### src/rtl/clk_step_ctrl_if.sv
// Control/status bundle for clk_step_ctrl: mode and divisor programming in, CPU enable out.
interface clk_step_ctrl_if #(
    parameter int unsigned DIV_W = 32
);
    logic [1:0]       mode;
    logic             step_btn;
    logic [DIV_W-1:0] div_val;
    logic             div_load;
    logic             div_ack;
    logic             cpu_ce;
    logic             running;
    logic [31:0]      tick_cnt;

    modport master (
        output mode, step_btn, div_val, div_load,
        input  div_ack, cpu_ce, running, tick_cnt
    );

    modport slave (
        input  mode, step_btn, div_val, div_load,
        output div_ack, cpu_ce, running, tick_cnt
    );
endinterface

### src/rtl/clk_step_ctrl.sv
// CPU clock-enable generator with halt, free-run (divided) and single-step modes.
// A newly loaded divisor takes effect at the next run-mode wrap, or at once outside run mode.
module clk_step_ctrl #(
    parameter int unsigned      DIV_W       = 32,
    parameter logic [DIV_W-1:0] DEFAULT_DIV = DIV_W'(100)
) (
    input  logic           clk0,
    input  logic           rst_n,
    clk_step_ctrl_if.slave io_ctrl
);
    typedef enum logic [1:0] {StHalt, StRun, StStepWait, StStepPulse} state_e;

    state_e           r_state;
    state_e           w_state_next;
    logic [DIV_W-1:0] r_cnt;
    logic [DIV_W-1:0] w_cnt_next;
    logic [DIV_W-1:0] r_div_act;
    logic [DIV_W-1:0] r_div_pend;
    logic [DIV_W-1:0] w_div_in;
    logic             r_pending;
    logic             r_btn_prev;
    logic             r_cpu_ce;
    logic             r_div_ack;
    logic             r_running;
    logic [31:0]      r_tick_cnt;
    logic             w_step_edge;
    logic             w_wrap;
    logic             w_ce_next;
    logic             w_transfer;

    assign w_step_edge = io_ctrl.step_btn & ~r_btn_prev;
    assign w_wrap      = (r_state == StRun) && (r_cnt == r_div_act - DIV_W'(1));
    assign w_div_in    = (io_ctrl.div_val == '0) ? DIV_W'(1) : io_ctrl.div_val;
    assign w_transfer  = r_pending && ((r_state != StRun) || w_wrap);

    always_ff @(posedge clk0 or negedge rst_n) begin
        if (!rst_n) begin
            r_state <= StHalt;
        end else begin
            r_state <= w_state_next;
        end
    end

    // A step edge only counts while already waiting in step mode.
    always_comb begin
        w_state_next = StHalt;
        case (io_ctrl.mode)
            2'b01:   w_state_next = StRun;
            2'b10:   w_state_next = ((r_state == StStepWait) && w_step_edge) ? StStepPulse
                                                                             : StStepWait;
            default: w_state_next = StHalt;
        endcase
    end

    // Counter only advances while staying in run; any other path clears it.
    always_comb begin
        w_ce_next  = 1'b0;
        w_cnt_next = '0;
        if (w_state_next == StStepPulse) begin
            w_ce_next = 1'b1;
        end
        if ((r_state == StRun) && (w_state_next == StRun)) begin
            w_ce_next  = w_wrap;
            w_cnt_next = w_wrap ? '0 : r_cnt + DIV_W'(1);
        end
    end

    always_ff @(posedge clk0 or negedge rst_n) begin
        if (!rst_n) begin
            r_cnt      <= '0;
            r_cpu_ce   <= 1'b0;
            r_running  <= 1'b0;
            r_tick_cnt <= '0;
            r_btn_prev <= 1'b0;
            r_div_ack  <= 1'b0;
        end else begin
            r_cnt      <= w_cnt_next;
            r_cpu_ce   <= w_ce_next;
            r_running  <= (w_state_next == StRun);
            r_btn_prev <= io_ctrl.step_btn;
            r_div_ack  <= io_ctrl.div_load;
            if (w_ce_next) begin
                r_tick_cnt <= r_tick_cnt + 32'd1;
            end
        end
    end

    // A load in the same cycle as a transfer wins the pending slot for the next transfer.
    always_ff @(posedge clk0 or negedge rst_n) begin
        if (!rst_n) begin
            r_div_act  <= DEFAULT_DIV;
            r_div_pend <= DEFAULT_DIV;
            r_pending  <= 1'b0;
        end else begin
            if (w_transfer) begin
                r_div_act <= r_div_pend;
            end
            if (io_ctrl.div_load) begin
                r_div_pend <= w_div_in;
                r_pending  <= 1'b1;
            end else if (w_transfer) begin
                r_pending <= 1'b0;
            end
        end
    end

    assign io_ctrl.cpu_ce   = r_cpu_ce;
    assign io_ctrl.running  = r_running;
    assign io_ctrl.div_ack  = r_div_ack;
    assign io_ctrl.tick_cnt = r_tick_cnt;
endmodule
### src/flat_wrapper.sv
// flat-port wrapper written by rule: the top's interface ports become plain ports
module clk_step_ctrl_flat 
#(
    parameter int unsigned      DIV_W       = 32,
    parameter logic [DIV_W-1:0] DEFAULT_DIV = DIV_W'(100)
)
  (clk0, rst_n, io_ctrl_mode, io_ctrl_step_btn, io_ctrl_div_val, io_ctrl_div_load, io_ctrl_div_ack, io_ctrl_cpu_ce, io_ctrl_running, io_ctrl_tick_cnt);
  clk_step_ctrl_if #(.DIV_W(DIV_W)) io_ctrl_i ();
  input  logic clk0;
  input  logic rst_n;
  input wire logic [$bits(io_ctrl_i.mode)-1:0] io_ctrl_mode;
  input wire logic [$bits(io_ctrl_i.step_btn)-1:0] io_ctrl_step_btn;
  input wire logic [$bits(io_ctrl_i.div_val)-1:0] io_ctrl_div_val;
  input wire logic [$bits(io_ctrl_i.div_load)-1:0] io_ctrl_div_load;
  output wire logic [$bits(io_ctrl_i.div_ack)-1:0] io_ctrl_div_ack;
  output wire logic [$bits(io_ctrl_i.cpu_ce)-1:0] io_ctrl_cpu_ce;
  output wire logic [$bits(io_ctrl_i.running)-1:0] io_ctrl_running;
  output wire logic [$bits(io_ctrl_i.tick_cnt)-1:0] io_ctrl_tick_cnt;
  assign io_ctrl_i.mode = io_ctrl_mode;
  assign io_ctrl_i.step_btn = io_ctrl_step_btn;
  assign io_ctrl_i.div_val = io_ctrl_div_val;
  assign io_ctrl_i.div_load = io_ctrl_div_load;
  assign io_ctrl_div_ack = io_ctrl_i.div_ack;
  assign io_ctrl_cpu_ce = io_ctrl_i.cpu_ce;
  assign io_ctrl_running = io_ctrl_i.running;
  assign io_ctrl_tick_cnt = io_ctrl_i.tick_cnt;
  clk_step_ctrl #(.DIV_W(DIV_W), .DEFAULT_DIV(DEFAULT_DIV)) u_core (.clk0(clk0), .rst_n(rst_n), .io_ctrl(io_ctrl_i));
endmodule
### config.mk
export PLATFORM = sky130hd
export DESIGN_NAME = clk_step_ctrl_flat
export DESIGN_NICKNAME = d
export VERILOG_FILES = /design/src/rtl/clk_step_ctrl_if.sv /design/src/rtl/clk_step_ctrl.sv /design/src/flat_wrapper.sv
export SDC_FILE = /design/constraint.sdc
export NUM_CORES = 1
export LEC_CHECK = 0
export ABC_AREA = 1
export CORE_ASPECT_RATIO = 1.75
export CORE_UTILIZATION = 40
export CTS_BUF_LIST = sky130_fd_sc_hd__clkbuf_4 sky130_fd_sc_hd__clkbuf_8
export CTS_CLUSTER_SIZE = 40
export DETAILED_ROUTE_END_ITERATION = 10
export MAX_ROUTING_LAYER = met4
export PLACE_DENSITY = 0.61
export SYNTH_ARGS = -nofsm -noshare
export SYNTH_HDL_FRONTEND = slang
export SYNTH_SLANG_ARGS = --single-unit
### constraint.sdc
create_clock -name clk0 -period 5.1 [get_ports clk0]
set_clock_uncertainty 0.05 [all_clocks]
set_input_delay 1.02 -clock clk0 [delete_from_list [all_inputs] [get_ports clk0]]
set_output_delay 1.02 -clock clk0 [all_outputs]
set_load 0.05 [all_outputs]
After elaboration in Yosys (flattened, before gate mapping). Cells that the tools add are included.

Muxes and demuxes: 9. Add/sub/neg operators: 3. Bitwise operators: 2. Reductions and logical operators: 7. Equal/unequal tests: 8.

Operators with widths (number): 32-bit 2-to-1 mux (3); 32-bit by 1-bit adder with 32-bit output, second input constant (2); 32-bit equality test (1); 32-bit zero test (1); 32-bit by 1-bit subtractor with 32-bit output, second input constant (1); 2-bit by 1-bit equality test with 1-bit output, second input constant (3); 2-bit equality test, second input constant (3); 1-bit 2-to-1 mux (5); 1-bit logical AND (4); 2-bit case mux with 2 select lines (1); 2-bit by 1-bit inequality test with 1-bit output, second input constant (1); 2-bit nonzero test (1); 1-bit bitwise AND (1); 1-bit logical OR (1); 1-bit inverter (1).

Register bits after elaboration: 135. Output and inout port bits: 35. Input port bits: 38.

Logic depth before layout (Yosys ltp). Gate-level depths: netlist (run 1).

Depth in word-level cells: 8. Mapped depth: 18. Mapped depth without buffers: 17.

Worst setup path before layout (run 1). OpenSTA, ideal clock, no wires.

Path type: input-to-reg. Start point: in io_ctrl_mode[1]. End point: reg u_core.r_tick_cnt[10] (netlist: u_core.io_ctrl.tick_cnt[10]). Stages: 9. Setup time: 0.066 ns. Arrival time: 2.240 ns. Data required time: 4.984 ns. Slack: 2.744 ns. Cell sequence: inv_1 > ha_1 > inv_1 > nor2_1 > inv_1 > nand2_1 > clkbuf_1 > nand3_1 > nand2_1.

Longest elaborated chain between the ends: 5.

RTL lines: from (decl) (RTL line flat_wrapper.sv:11) `input wire logic [$bits(io_ctrl_i.mode)-1:0] io_ctrl_mode;`; 2-bit equality test / 2-bit by 1-bit equality test with 1-bit output (equally long branches) (RTL line clk_step_ctrl.sv:47) `case (io_ctrl.mode)`; 2-bit case mux with 2 select lines (*) (RTL line clk_step_ctrl.sv:47); 2-bit equality test / 2-bit by 1-bit equality test with 1-bit output (equally long branches) (RTL line clk_step_ctrl.sv:59, clk_step_ctrl.sv:62); 1-bit 2-to-1 mux / 1-bit logical AND (equally long branches) (RTL line clk_step_ctrl.sv:59, clk_step_ctrl.sv:62); 1-bit 2-to-1 mux (*) (RTL line clk_step_ctrl.sv:62) `if ((r_state == StRun) && (w_state_next == StRun)) begin`; to (signal assigned) (RTL line clk_step_ctrl.sv:83) `r_tick_cnt <= r_tick_cnt + 32'd1;`; to (decl) (RTL line clk_step_ctrl.sv:25) `logic [31:0] r_tick_cnt;`.

Mark *: on every way between the ends. The rest lies on a longest branch, timed or not. A chain may end at the register's enable or synchronous reset.

Worst setup path after layout (run 1).
Start point: reg u_core.r_div_act[0]. End point: reg u_core.r_tick_cnt[6] (netlist: u_core.io_ctrl.tick_cnt[6]).

Longest elaborated chain between the ends: 4.

RTL lines: from (decl) (RTL line clk_step_ctrl.sv:17) `logic [DIV_W-1:0] r_div_act;`; from (signal assigned) (RTL line clk_step_ctrl.sv:96) `r_div_act <= r_div_pend;`; 32-bit by 1-bit subtractor with 32-bit output (RTL line clk_step_ctrl.sv:32) `assign w_wrap = (r_state == StRun) && (r_cnt == r_div_act - DIV_W'(1));`; 32-bit equality test (RTL line clk_step_ctrl.sv:32); 1-bit logical AND (RTL line clk_step_ctrl.sv:32); 1-bit 2-to-1 mux (RTL line clk_step_ctrl.sv:62).

No other way between the ends.

==> impl_metrics.tcl, run 1 <==
set metrics [dict create \
    number_of_nets_produced_by_synthesis 1154 \
    met2_routed_length_um 12200 \
    effective_utilization_at_floorplan 0.408 \
    wl_met1_um 8250 \
    detail_placement_hpwl_um 18000 \
    run_status "finished clean" \
    synth.cell_area_um2 8020 \
    min_period_over_period 0.687 \
    globalRouteTotalUtil 0.248 \
    most_frequent_cells_in_the_layout "sky130_fd_sc_hd__nand2_1 (404), sky130_fd_sc_hd__nor2_1 (138), sky130_fd_sc_hd__dfrtp_1 (129)" \
    slew_headroom 0.336 \
    path_class "flop to flop" \
    total_cts_buffers 17 \
    floorplan.io_pins 73 \
    floorplan.die.width_um 109 \
    grt_antenna_before_repair 0 \
    topRoutingLayerUsed "met4" \
    maximum_number_of_pins_on_one_net_before_global_route_repair 60 \
    postCtsSetupRepairBufs 0 \
    grt_first_pass_wirelength_um 37100 \
    r2r.worst_path.cells 14 \
    path_max_fanout 34 \
    hold-path-cell-count 2 \
    first_pass_iters 4 \
    static-leakage-power_nw 4.54 \
    clk_path_buf_depth 2 \
    remaining_drcs 0 \
    grt_pass1_vias 7331 \
    die-area_um2 20600 \
    syn_area_per_cell_um2 7.23 \
    num_vias 7204 \
    hold_viol 0 \
    place_congestion 0.992 \
    syn-instance-count 1110 \
    fp.dieH_um 189 \
    dpl-instance-area_um2 8910 \
    rows 68 \
    areaGrowthSynthToFinish_pct 16.3 \
    worstSkewPairLatency_ns 0.45 \
    port_buffers 72 \
    maxCapViolCount 0 \
    wl_met3_um 499 \
    ys_ff_latch 135 \
    layoutNonFillerInstCount 1435 \
    final_core_utilization 0.474 \
    postLayoutCellArea_um2 9330 \
    core_area_um2 19700 \
    clk_transition_reported_paths_ns 0.09 \
    post-route-min-period_ns 3.50 \
    placed_cells 1403 \
    post_cts_resized 0 \
    total_grt_overflow 0 \
    finalNetCount 1221 \
    min-delay-path-class "flop to flop" \
    finalSetupViolations 0 \
    drt-initial-drc-count 234 \
    ant_nets 0 \
    final_layout_size_suffix_gt1_frac 0.0622 \
    drt-wirelength-per-cell_um 15.9 \
    kind_of_end_point_of_the_critical_path "flop" \
    worst_ir_drop_vdd_mv 0.188 \
    setup_slack_ns 1.60 \
    final.setup.tns_ns 0 \
    cp.arrival_ns 3.79 \
    postCtsHoldBufs 0 \
    nFillCells 1998 \
    fmax_mhz 286 \
    drt-total-wl_um 22800 \
    startpoint_type "flop" \
    mostFrequentLayoutCell "sky130_fd_sc_hd__nand2_1" \
    antenna-diode-count 0 \
    pre_cts_slack_ns 1.66 \
    clock_sink_count 135 \
    synth_cell_types 37 \
    h-tree-depth 4 \
    synth-warning-count 0 \
    post_drt_via_cell_ratio 5.02 \
    cts_root_buffer "sky130_fd_sc_hd__clkbuf_8" \
    grt_setup_unrepaired "no" \
    cts_tree "built" \
    critical_path_required_ns 5.39 \
    finalMaxSlewViolations 0 \
    power_density_nw_per_um2 285 \
    seq_area_frac_synth 0.422 \
    worst-slew-pin-transition_ns 0.994 \
]
-- synth_stat cells (all sizes together) --
| cell | number | area, um^2 |
|---|---|---|
| nand3b | 3 | 22.5 |
| xor2 | 65 | 569 |
| nand3 | 97 | 490 |
| o21ai | 10 | 50.1 |
| buf | 16 | 134 |
| o21bai | 2 | 15.0 |
| xnor2 | 19 | 166 |
| nor3 | 26 | 135 |
| inv | 99 | 372 |
| dfstp | 6 | 158 |
| or2 | 2 | 12.5 |
| dfrtp | 129 | 3230 |
| nor2 | 147 | 603 |
| nand4 | 18 | 113 |
| a21oi | 5 | 25.0 |
| clkbuf | 15 | 56.3 |
| nand2 | 414 | 1600 |
| and2 | 2 | 12.5 |
| o31ai | 1 | 7.51 |
| nor3b | 3 | 22.5 |
| ha | 6 | 75.1 |
| a41o | 1 | 10.0 |
| clkinv | 2 | 7.51 |
| nor4 | 22 | 138 |
-- metrics by stage --
stage | hold WS [ns] | total power, mW
floorplan | 0.393 | 1.57
CTS | 0.416 | 2.69
global placement | 0.402 | 1.75
detailed placement | 0.405 | 1.75
finish | 0.416 | 2.66
global route | 0.422 | 2.80
-- routing by layer --
layer,up-vias,track usage
met2,163,0.438
met5,-,-
met3,90,0.0289
met1,3329,0.242
met4,0,0.186
li1,3622,-
-- cell type report --
class,count,area (um^2),share of cell area
multi-input cells,843,4070,0.436
flip-flops and latches,135,3390,0.363
repair buffers,79,774,0.0831
inverters,101,379,0.0407
well taps,245,307,0.0329
clock buffers,17,234,0.0251
clock inverters,15,179,0.0192
-- where the power goes --
| part | switching, mW | internal (mW) |
|---|---|---|
| registers | 0.0840 | 1.15 |
| logic | 0.320 | 0.175 |
| clock network | 0.447 | 0.485 |
-- worst paths after layout --
check | from | endpoint | slack, ns
hold / removal | u_core.r_div_pend[6] | u_core.r_div_pend[6] | 0.42
setup / recovery | u_core.r_div_act[0] | u_core.io_ctrl.tick_cnt[6] | 1.60
hold reg to reg | u_core.r_div_pend[6] | u_core.r_div_pend[6] | 0.42
min in group asynchronous | rst_n | u_core.r_cnt[28] | 0.48
setup reg to reg | u_core.r_div_act[0] | u_core.io_ctrl.tick_cnt[6] | 1.60
max in group asynchronous | rst_n | u_core.r_div_act[3] | 3.50
-- worst max-delay path, cell delays in order, from the launching register on --
cell	delay, ns
sky130_fd_sc_hd__dfrtp_1	0.41
sky130_fd_sc_hd__inv_1	0.12
sky130_fd_sc_hd__ha_1	0.22
sky130_fd_sc_hd__nand2_1	0.07
sky130_fd_sc_hd__nor2_1	0.16
sky130_fd_sc_hd__nand3_1	0.25
sky130_fd_sc_hd__or2_1	0.28
sky130_fd_sc_hd__a21oi_1	0.29
sky130_fd_sc_hd__nand3_1	0.11
sky130_fd_sc_hd__nor2_1	0.22
sky130_fd_sc_hd__nand3_2	0.21
sky130_fd_sc_hd__nand2_4	0.40
sky130_fd_sc_hd__nand2_4	0.35
sky130_fd_sc_hd__nand2_1	0.15
sky130_fd_sc_hd__nand2_1	0.06
-- state kept, by name, summed over array words and instances (netlist names) --
name / flops
u_core.r_state: 2
u_core.io_ctrl.running: 1
u_core.io_ctrl.tick_cnt: 32
u_core.r_btn_prev: 1
u_core.io_ctrl.cpu_ce: 1
u_core.io_ctrl.div_ack: 1
u_core.r_cnt: 32
u_core.r_pending: 1
u_core.r_div_act: 32
u_core.r_div_pend: 32
-- cells by family (layout without fill, tap and decap cells) --
kind of cell / after synthesis / in the layout / synth area share
AO/OA/AOI/OAI: 19 / 19 / 0.0134
XOR/XNOR: 84 / 84 / 0.0917
adder cells (fa/ha/maj): 6 / 6 / 0.00936
buffers and inverters: 132 / 212 / 0.0710
flip-flops: 135 / 135 / 0.422
AND/OR/NAND/NOR: 734 / 734 / 0.392
(Power assumes the default switching activity.)
==> inputs of run 2 (changes only) <==
Clock period 5.1 ns to 3.3 ns, I/O delays scaled along.
==> impl_metrics.tcl, run 2 (same netlist as run 1, synthesis figures left out) <==
set metrics [dict create \
    place_congestion 0.979 \
    maxCapViolCount 0 \
    cts_tree "built" \
    grt_setup_unrepaired "no" \
    r2r.worst_path.cells 17 \
    num_vias 7214 \
    effective_utilization_at_floorplan 0.408 \
    clk_transition_reported_paths_ns 0.08 \
    detail_placement_hpwl_um 18000 \
    remaining_drcs 0 \
    worst-slew-pin-transition_ns 0.643 \
    finalNetCount 1227 \
    total_cts_buffers 17 \
    path_buf_inv 3 \
    final.setup.tns_ns 0 \
    wl_met3_um 521 \
    path_class "flop to flop" \
    hold_viol 0 \
    finalSetupViolations 0 \
    most_frequent_cells_in_the_layout "sky130_fd_sc_hd__nand2_1 (404), sky130_fd_sc_hd__nor2_1 (138), sky130_fd_sc_hd__dfrtp_1 (129)" \
    worst_hold_margin_ns 0.151 \
    cpMaxStageDelayCell "sky130_fd_sc_hd__dfrtp_1" \
    total_grt_overflow 0 \
    floorplan.die.width_um 109 \
    cp.arrival_ns 3.32 \
    worst_ir_drop_vdd_mv 0.349 \
    core_area_um2 19700 \
    maximum_number_of_pins_on_one_net_before_global_route_repair 65 \
    die-area_um2 20600 \
    rows 68 \
    cts_root_buffer "sky130_fd_sc_hd__clkbuf_8" \
    worstSkewPairLatency_ns 0.44 \
    grt_antenna_before_repair 0 \
    critPathMostFrequentCell "sky130_fd_sc_hd__nand2_1" \
    clk_path_buf_depth 2 \
    antenna-diode-count 0 \
    power_density_nw_per_um2 457 \
    family_of_cells_with_the_greatest_summed_delay_on_the_critical_path "simple AND/OR/NAND/NOR gates" \
    port_buffers 72 \
    min-delay-path-class "input port to asynchronous set/reset pin" \
    areaGrowthSynthToFinish_pct 17.8 \
    setup_slack_ns 0.310 \
    run_status "finished clean" \
    static-leakage-power_nw 4.61 \
    globalRouteTotalUtil 0.249 \
    met2_routed_length_um 12700 \
    critical_path_required_ns 3.63 \
    pre_cts_slack_ns 0.315 \
    post_drt_via_cell_ratio 5.01 \
    multiInputGateArea_um2 4080 \
    topRoutingLayerUsed "met4" \
    min_period_over_period 0.906 \
    fmax_mhz 334 \
    grt_first_pass_wirelength_um 37500 \
    final_layout_size_suffix_gt1_frac 0.0669 \
    critical_path.max_stage_delay_ns 0.40 \
    postCtsSetupRepairBufs 0 \
    first_pass_iters 4 \
    fp.dieH_um 189 \
    floorplan.io_pins 73 \
    final_core_utilization 0.481 \
    cp_cell_sequence "inv_1 > ha_1 > nand3_1 > nor2_2 > nand2_1 > nand2_1 > nand2_1 > inv_2 > nand2_1 > nor2_1 > nand2_1 > nor2_1 > nand3_2 > nand2_4 > buf_4 > nand3_1 > nand2_1" \
    ant_nets 0 \
    wl_met1_um 8460 \
    drt-wirelength-per-cell_um 16.0 \
    finalMaxSlewViolations 0 \
    post-route-min-period_ns 2.99 \
    nFillCells 1994 \
    cp.depth 17 \
    mostFrequentLayoutCell "sky130_fd_sc_hd__nand2_1" \
    kind_of_end_point_of_the_critical_path "flop" \
    final-seq-area_um2 3390 \
    grt_pass1_vias 7382 \
    drt-initial-drc-count 284 \
    h-tree-depth 4 \
    clock_sink_count 135 \
    path_max_fanout 22 \
    drt-total-wl_um 23000 \
    slew_headroom 0.571 \
    startpoint_type "flop" \
]
[run 2: worst paths after layout]
| kind | startpoint | endpoint | slack, ns |
|---|---|---|---|
| min | rst_n | u_core.r_cnt[22] | 0.15 |
| max reg2reg | u_core.r_div_act[0] | u_core.io_ctrl.tick_cnt[1] | 0.31 |
| max | u_core.r_div_act[0] | u_core.io_ctrl.tick_cnt[1] | 0.31 |
| min in group clk0 | u_core.r_div_pend[5] | u_core.r_div_pend[5] | 0.42 |
| min reg2reg | u_core.r_div_pend[5] | u_core.r_div_pend[5] | 0.42 |
| max in group asynchronous | rst_n | u_core.r_div_act[2] | 2.24 |
[run 2: routing by layer]
metal / track usage / vias up
li1: - / 3618
met1: 0.248 / 3386
met2: 0.456 / 145
met3: 0.0303 / 65
met4: 0.141 / 0
met5: - / -
[run 2: cell type report]
type / instances / share of cell area
Clock inverter: 14 / 0.0244
Timing Repair Buffer: 85 / 0.0880
Sequential cell: 135 / 0.358
Inverter: 101 / 0.0401
Clock buffer: 18 / 0.0256
Tap cell: 245 / 0.0324
Multi-Input combinational cell: 843 / 0.431
[run 2: where the power goes]
| group | total, mW | switching (mW) | internal [mW] |
|---|---|---|---|
| clock network | 1.64 | 0.658 | 0.979 |
| registers | 1.91 | 0.133 | 1.77 |
| logic | 0.776 | 0.500 | 0.276 |
| total | 4.32 | 1.29 | 3.03 |
[run 2: timing repair]
item                                    4_1_cts  5_1_grt
endpoints found under the hold margin         0        0
gates resized for setup                       0        1
hold buffers                                  0        0
endpoints found under the setup margin        0        1
[run 2: through the flow]
step | cell area, um^2 | total power, mW | cells
4_1_cts | 9440 | 4.37 | 1441
5_1_grt | 9450 | 4.55 | 1441
2_1_floorplan | 8020 | 2.43 | 1110
3_5_place_dp | 8970 | 2.72 | 1409
6_report | 9450 | 4.32 | 1441
3_3_place_gp | 8970 | 2.71 | 1409
